<file path="config.mk">
export PLATFORM = sky130hd
export DESIGN_NAME = ibindct_8pt
export DESIGN_NICKNAME = d
export VERILOG_FILES = /design/src/rtl/bindct_pkg.sv /design/src/rtl/bindct_sat.sv /design/src/rtl/ibindct_8pt.sv
export SDC_FILE = /design/constraint.sdc
export NUM_CORES = 2
export LEC_CHECK = 0
export CAP_MARGIN = 40
export CORE_MARGIN = 3
export CORE_UTILIZATION = 30
export CTS_BUF_LIST = sky130_fd_sc_hd__clkbuf_8
export CTS_CLUSTER_SIZE = 14
export DETAILED_ROUTE_END_ITERATION = 10
export DONT_BUFFER_PORTS = 1
export PLACE_DENSITY_LB_ADDON = 0.15
export SLEW_MARGIN = 30
export SYNTH_ARGS = -nofsm -noshare
export SYNTH_HDL_FRONTEND = slang
export SYNTH_SLANG_ARGS = --single-unit
</file>
<file path="constraint.sdc">
create_clock -name clk -period 8.75 [get_ports clk]
set_input_delay 0.875 -clock clk [delete_from_list [all_inputs] [get_ports clk]]
set_output_delay 0.875 -clock clk [all_outputs]
set_load 0.02 [all_outputs]
</file>
<file path="src/rtl/bindct_pkg.sv">
// Shared binDCT definitions: FSM states, shift-add constant multipliers and default widths.
// Multipliers work on a 64-bit signed carrier; callers narrow the result back to their own width.
package bindct_pkg;

    localparam int DEF_IN_WIDTH  = 30;
    localparam int DEF_OUT_WIDTH = 20;
    localparam int MAXW          = 64;

    typedef logic signed [MAXW-1:0] wide_t;

    typedef enum logic [2:0] {
        IDLE,
        UNLIFT_D,
        BFLY_C,
        UNLIFT_B,
        BFLY_A
    } state_t;

    function automatic wide_t half(input wide_t v);
        return v >>> 1;
    endfunction

    function automatic wide_t mul_1_8(input wide_t v);
        return v >>> 3;
    endfunction

    function automatic wide_t mul_3_8(input wide_t v);
        return (v >>> 2) + (v >>> 3);
    endfunction

    function automatic wide_t mul_5_8(input wide_t v);
        return (v >>> 1) + (v >>> 3);
    endfunction

    function automatic wide_t mul_7_8(input wide_t v);
        return (v >>> 1) + (v >>> 2) + (v >>> 3);
    endfunction

endpackage

</file>
<file path="src/rtl/bindct_sat.sv">
// Signed saturating narrow from IW to OW bits; purely combinational, no backpressure.
module bindct_sat
    import bindct_pkg::*;
#(
    parameter int IW = DEF_IN_WIDTH + 2,
    parameter int OW = DEF_OUT_WIDTH
) (
    input  logic signed [IW-1:0] i_dat,
    output logic signed [OW-1:0] o_dat
);

    localparam logic signed [IW-1:0] MAX_V = {{(IW-OW+1){1'b0}}, {(OW-1){1'b1}}};
    localparam logic signed [IW-1:0] MIN_V = {{(IW-OW+1){1'b1}}, {(OW-1){1'b0}}};

    always_comb begin
        o_dat = i_dat[OW-1:0];
        if (i_dat > MAX_V)
            o_dat = {1'b0, {(OW-1){1'b1}}};
        else if (i_dat < MIN_V)
            o_dat = {1'b1, {(OW-1){1'b0}}};
    end

endmodule

</file>
<file path="src/rtl/ibindct_8pt.sv">
// Inverse 8-point binDCT: eight coefficients in, eight saturated samples out, latency 5 cycles.
// One block per 5 cycles; valid_in while busy is ignored, nothing is queued.
module ibindct_8pt
    import bindct_pkg::*;
#(
    parameter int IN_WIDTH    = DEF_IN_WIDTH,
    parameter int OUT_WIDTH   = DEF_OUT_WIDTH,
    parameter int INTER_WIDTH = IN_WIDTH + 2
) (
    input  logic                        clk,
    input  logic                        rst,
    input  logic signed [IN_WIDTH-1:0]  y_in [7:0],
    input  logic                        valid_in,
    output logic                        in_ready,
    output logic signed [OUT_WIDTH-1:0] x_out [7:0],
    output logic                        valid_out
);

    typedef logic signed [INTER_WIDTH-1:0] iw_t;

    function automatic iw_t trunc(input wide_t v);
        return v[INTER_WIDTH-1:0];
    endfunction

    function automatic iw_t hlf(input iw_t v);
        return trunc(half(wide_t'(v)));
    endfunction

    function automatic iw_t m18(input iw_t v);
        return trunc(mul_1_8(wide_t'(v)));
    endfunction

    function automatic iw_t m38(input iw_t v);
        return trunc(mul_3_8(wide_t'(v)));
    endfunction

    function automatic iw_t m58(input iw_t v);
        return trunc(mul_5_8(wide_t'(v)));
    endfunction

    function automatic iw_t m78(input iw_t v);
        return trunc(mul_7_8(wide_t'(v)));
    endfunction

    // Butterfly sums wrap at INTER_WIDTH before the halving shift.
    function automatic iw_t hsum(input iw_t p, input iw_t q);
        iw_t s;
        s = p + q;
        return hlf(s);
    endfunction

    function automatic iw_t hdif(input iw_t p, input iw_t q);
        iw_t s;
        s = p - q;
        return hlf(s);
    endfunction

    state_t r_state, w_state_nxt;
    iw_t    r_y [8], r_c [8], r_a [8], r_b [2];
    iw_t    w_c [8], w_a [8], w_b [2], w_x [8];
    iw_t    w_a5, w_a6;
    logic signed [OUT_WIDTH-1:0] w_xs [7:0], r_x [7:0];
    logic   r_vld;

    always_ff @(posedge clk) begin
        if (rst) r_state <= IDLE;
        else     r_state <= w_state_nxt;
    end

    always_comb begin
        w_state_nxt = r_state;
        case (r_state)
            IDLE:     if (valid_in) w_state_nxt = UNLIFT_D;
            UNLIFT_D: w_state_nxt = BFLY_C;
            BFLY_C:   w_state_nxt = UNLIFT_B;
            UNLIFT_B: w_state_nxt = BFLY_A;
            BFLY_A:   w_state_nxt = IDLE;
            default:  w_state_nxt = IDLE;
        endcase
    end

    always_comb begin : p_unlift_d
        iw_t t7, t6, t3, t1;
        t7 = r_y[1];
        t6 = r_y[3] + hlf(r_y[5]);
        t3 = r_y[2] - m38(r_y[6]);
        t1 = hlf(r_y[0]) - r_y[4];
        w_c[7] = t7;
        w_c[6] = t6;
        w_c[5] = r_y[5] - m78(t6);
        w_c[4] = r_y[7] + m18(t7);
        w_c[3] = t3;
        w_c[2] = r_y[6] + m38(t3);
        w_c[1] = t1;
        w_c[0] = r_y[0] - t1;
    end

    // a5/a6 are produced by the following lifting stage, so they hold here.
    always_comb begin
        w_a[0] = hsum(r_c[0], r_c[3]);
        w_a[3] = hdif(r_c[0], r_c[3]);
        w_a[1] = hsum(r_c[1], r_c[2]);
        w_a[2] = hdif(r_c[1], r_c[2]);
        w_a[4] = hsum(r_c[4], r_c[5]);
        w_b[1] = hdif(r_c[4], r_c[5]);
        w_a[7] = hsum(r_c[7], r_c[6]);
        w_b[0] = hdif(r_c[7], r_c[6]);
        w_a[5] = r_a[5];
        w_a[6] = r_a[6];
    end

    assign w_a5 = m58(r_b[0]) - r_b[1];
    assign w_a6 = r_b[0] - m38(w_a5);

    always_comb begin
        for (int k = 0; k < 4; k++) begin
            w_x[k]   = hsum(r_a[k], r_a[7-k]);
            w_x[7-k] = hdif(r_a[k], r_a[7-k]);
        end
    end

    for (genvar g = 0; g < 8; g++) begin : g_sat
        bindct_sat #(.IW(INTER_WIDTH), .OW(OUT_WIDTH)) u_sat (
            .i_dat(w_x[g]),
            .o_dat(w_xs[g])
        );
    end

    always_ff @(posedge clk) begin
        if (rst) begin
            for (int i = 0; i < 8; i++) begin
                r_y[i] <= '0;
                r_c[i] <= '0;
                r_a[i] <= '0;
                r_x[i] <= '0;
            end
            r_b[0] <= '0;
            r_b[1] <= '0;
            r_vld  <= 1'b0;
        end else begin
            r_vld <= 1'b0;
            case (r_state)
                IDLE: begin
                    if (valid_in)
                        for (int i = 0; i < 8; i++) r_y[i] <= iw_t'(y_in[i]);
                end
                UNLIFT_D: r_c <= w_c;
                BFLY_C: begin
                    r_a <= w_a;
                    r_b <= w_b;
                end
                UNLIFT_B: begin
                    r_a[5] <= w_a5;
                    r_a[6] <= w_a6;
                end
                BFLY_A: begin
                    r_x   <= w_xs;
                    r_vld <= 1'b1;
                end
                default: ;
            endcase
        end
    end

    assign in_ready  = (r_state == IDLE);
    assign x_out     = r_x;
    assign valid_out = r_vld;

endmodule

</file>
### After elaboration in Yosys (flattened, before gate mapping)

Memories as Yosys holds them, arrays and structs flattened.
Cells that the tools add are included.

| word-level totals | value |
|---|---|
| flip-flop bits (word level) | 732 |
| word-level logic and storage cells | 123 |
| memory bits (writable) | 256 |
| input port bits | 243 |
| output and inout port bits | 162 |
| memories | 1 |

Memories:

| name | depth | width | rd ports | clocked after memory_dff | write ports | RTL line | text |
|---|---|---|---|---|---|---|---|
| r_y | 8 | 32 | 8 | 0 | 8 | ibindct_8pt.sv:59 | `iw_t r_y [8], r_c [8], r_a [8], r_b [2];` |

| operators by class | value |
|---|---|
| bitwise operators | 8 |
| order comparisons | 16 |
| reduce and logical (&&, ||, !) cells | 1 |
| eq/ne operators | 5 |
| multiplexer cells | 33 |
| add/subtract/negate cells | 31 |

Operators with widths:

| operator | number |
|---|---|
| 20-bit 2-to-1 mux | 16 |
| 32-bit 2-to-1 mux | 8 |
| 31-bit by 20-bit greater-than comparator with 1-bit output (second input constant) | 8 |
| 31-bit by 20-bit less-than comparator with 1-bit output (second input constant) | 8 |
| 32-bit subtractor | 6 |
| 32-bit adder | 4 |
| 31-bit by 31-bit subtractor with 32-bit output | 4 |
| 31-bit by 32-bit subtractor with 32-bit output | 3 |
| 30-bit by 29-bit adder with 31-bit output | 3 |
| 31-bit by 31-bit adder with 32-bit output | 2 |
| 31-bit by 32-bit adder with 32-bit output | 2 |
| 32-bit by 29-bit adder with 32-bit output | 2 |
| 32-bit by 31-bit adder with 32-bit output | 2 |
| 31-bit by 30-bit adder with 32-bit output | 1 |
| 32-bit by 31-bit subtractor with 32-bit output | 1 |
| 30-bit by 28-bit adder with 31-bit output | 1 |
| 3-bit case mux with 4 select lines | 1 |
| 1-bit bitwise OR | 8 |
| 1-bit 2-to-1 mux | 7 |
| 3-bit by 2-bit == test with 1-bit output (second input constant) | 2 |
| 3-bit by 1-bit == test with 1-bit output (second input constant) | 1 |
| 3-bit == test (second input constant) | 1 |
| 3-bit zero test | 1 |
| 3-bit 2-to-1 mux | 1 |
| 2-bit != test (second input constant) | 1 |

### Longest topological paths before layout

| logic depth | value |
|---|---|
| depth in word-level cells | 5 |
| gate-level depth with buffers | 31 |
| gate-level depth less buffers | 31 |

### Cells and area by module

Synthesis repeated with hierarchy kept, for this count alone.

| unflattened totals | value |
|---|---|
| cells, all modules | 9575 |
| area, all modules | 76978.8 µm² |

Modules (own cells, without submodules):

| module | area each (µm²) | cells each | times used | seq. area each (µm²) |
|---|---|---|---|---|
| ibindct_8pt | 74966.9 | 9335 | 1 | 21820.9 |
| bindct_sat | 251.5 | 30 | 8 | 0.0 |

### Worst setup path before layout

No wires, ideal clock.

| timing | value |
|---|---|
| path type | input port to flip-flop |
| from | in rst |
| to | mem r_y[0][0] (netlist name), enable pin |
| setup time | 1.850 ns |
| data arrival time | 5.418 ns |
| path buffers | 2 |
| path slack | 1.481 ns |
| stages | 4 |
| required time | 6.900 ns |
| cell sequence | clkinv_1 > clkbuf_1 > clkbuf_1 > nand2_1 |

RTL lines:

| item | RTL line | text |
|---|---|---|
| start, declared | ibindct_8pt.sv:11 | `input logic rst,` |
| end, declared | ibindct_8pt.sv:59 |  |

==> results.ini <==
[synth]
async_flop_share=0
netlist_area_um2=77400
ys_seq_area_frac=0.282
synth.avg_cell_area_um2=8.06
synth_fp_nets=10800
ys_warn_count=0
syn_inst=9598
synth_edf_count=240
yosys.area.top_type_share=0.189
synth.distinct_cells=125
synth_ff_type=dfxtp_1
yosys_register_bits=970
yosysTopAreaCell=dfxtp_1
synthTopCellsByArea=dfxtp_1 (19%), ha_1 (13%), edfxtp_1 (9.3%)

[critical_path]
r2r_cells=30
crit_arrival_ps=8360
worst_path_largest_cell_delay_ps=480
cp-startpoint=r_y[0][161]$_SDFFCE_PN0P_
worstSetupEndpoint=r_c[95]$_SDFFE_PP0P_
critPathKind=reg -> reg
reg2reg_from=r_y[0][161]$_SDFFCE_PN0P_
rrSetupSlack_ps=1200
path_max_fanout=6
critPathMostFrequentCell=a21oi_1
timing.rr.end=r_c[95]$_SDFFE_PP0P_
end_kind=flip-flop
required_ps=9560
cpMaxStageDelayCell=a221oi_1
crit_path_start_kind=flip-flop

[floorplan]
die_y_um=514
design.die.area_um2=264000
ios=405
rows=185
die_w_um=514
initial_core_util=0.303
core_area_um2=255000

[cts]
postCtsHoldBufs=118
cts_sinks=970
cts_tree=yes
clock_path_buffers=3
cts_resized=0
path_clk_slew_ps=60
cts_max_level=4
clock_latency_ps=1010
root_buffer=clkbuf_8
cts_buffers=187
postCtsSetupRepairBufs=0

[global_routing]
use_met3=0.0269
grtUsageMet1=0.308
grt_pass1_vias=64900
grt_usage=0.208
grt_first_pass_wirelength_um=421000
top_usage_layer=met2
gr-total-overflow=0
antenna_found_initial=8
grt_max_degree=612
grt_util_met2=0.315

[power_and_ir_drop]
powerDensity_nw_per_um2=421
leakage_uw=0.0358
vdd_ir_drop_max_uv=621

[layout]
nets=10700
synthToLayoutAreaGrowth_pct=10.9
postLayoutCellArea_um2=85800
drive_gt1_frac=0.0532
final_common_cell=a21oi_1
regArea_um2=21800
final_cell_count_no_fill=13100
n_fill_cell=27100
multi_input_area_um2=50700
layout_common_cells=a21oi_1 (1119), nand2_1 (923), inv_1 (868), ha_1 (774), nor2_1 (739)

[sta]
tightest_slew_ps=1090
rsz0062_at_grt=no
finalSetupViolCount=0
timing.final.crit_share=0.863
final-hold-violation-count=0
slew_violations=0
max_freq_ghz=0.132
tns_ps=0
maxSlewHeadroom=0.270
fin_worst_skew_ps=79.2
fin_crit_ps=7550

[placed_design]
gp_congestion=0.929
port_buffers=0
placed_area_um2=80300
dp_hpwl_um=229000
placed_cells=12600

[route]
wl_per_cell_um=21.8
drtAntennaViolNets=0
firstDrtPassIters=5
route.detailed.drc=0
initialDrtViolationCount=4475
wl_um=284000
viasPerCell=5.15
vias=67200

[status]
status=finished clean

[job]
maxCapViolations=0

[min_path]
hold_path.class=in -> reg

-- metal layers --
| layer | part of all wire | vias to the layer above |
|---|---|---|
| met3 | 0.044 | 296 |
| met1 | 0.50 | 32100 |
| met5 | 0.000067 | - |
| met2 | 0.43 | 1511 |
| met4 | 0.028 | 2 |
| li1 | - | 33300 |
-- critical path, delay by kind of cell (launching register included) --
kind | cells | cell delay [ps]
compound gates | 17 | 3800
fa+ha+maj | 5 | 1740
xor+xnor | 3 | 870
simple gates | 2 | 450
flops | 1 | 390
buf+inv | 3 | 150
-- Yosys cell counts (32+ instances only) --
library cell / number
a211o_1: 33
a211oi_1: 190
a21o_1: 219
a21oi_1: 1119
a31oi_1: 73
and2_1: 226
and3_1: 53
clkbuf_1: 380
dfxtp_1: 730
edfxtp_1: 240
fa_1: 172
ha_1: 774
inv_1: 823
nand2_1: 925
nand2b_1: 123
nand3_1: 129
nand4_1: 55
nor2_1: 740
nor2b_1: 142
nor3_1: 177
nor4_1: 49
o211ai_1: 60
o21a_1: 72
o21ai_0: 487
o21bai_1: 151
o31ai_1: 62
or2_2: 32
or3_1: 79
xnor2_1: 489
xor2_1: 151
-- kinds of logic after synthesis --
kind of cell	count (synthesis)	share of synthesized area
buffers and inverters	1288	0.0646
muxes	14	0.00188
AOI/OAI and AO/OA	2862	0.233
adders and majority gates	953	0.171
DFF	970	0.282
and+or+nand+nor	2871	0.176
xor gates and xnor gates	640	0.0724
-- sequential cells by signal (all words and copies together) (netlist names) --
name,cells
r_y,240
x_out,160
r_a,250
valid_out,1
r_b,62
r_state,3
r_c,254
-- worst min-delay path by stage --
stage               depth (start not counted)                         to                  from  slack, ps
finish                                      1   r_y[0][54]$_SDFFCE_PN0P_              y_in[52]        120
global route                                1  r_y[0][132]$_SDFFCE_PN0P_             y_in[124]          9
CTS                                         1   r_y[0][35]$_SDFFCE_PN0P_              y_in[33]        0.1
detailed placement                          2       r_b[41]$_SDFFE_PP0N_  r_b[41]$_SDFFE_PP0N_        450
global placement                            2       r_b[41]$_SDFFE_PP0N_  r_b[41]$_SDFFE_PP0N_        440
floorplan                                   2       r_b[29]$_SDFFE_PP0N_  r_b[29]$_SDFFE_PP0N_        430
-- through the flow --
stage	total power [uW]	setup WS [ps]	hold slack (ps)	utilization
3_3_place_gp	31000	1180	443	0.314
2_1_floorplan	24300	1480	428	-
6_report	36200	1200	119	0.336
4_1_cts	36400	1120	0.123	0.335
3_5_place_dp	31100	1180	447	0.315
5_1_grt	39600	424	8.97	0.336
-- power by group --
group / internal, uW / leakage (uW) / switching (uW)
clock: 2700 / 0.00225 / 2220
sequential: 5180 / 0.00851 / 805
combinational: 9930 / 0.0250 / 15300
total: 17800 / 0.0358 / 18400
-- layout make-up --
class,count,share of cell area
clock buffers,223,0.0358
flip-flops and latches,970,0.254
clock inverters,117,0.0117
repair buffers,185,0.0218
multi-input cells,7340,0.590
diodes,10,0.000292
inverters,842,0.0369
well taps,3366,0.0491
Power figures use the tool's default switching activity.
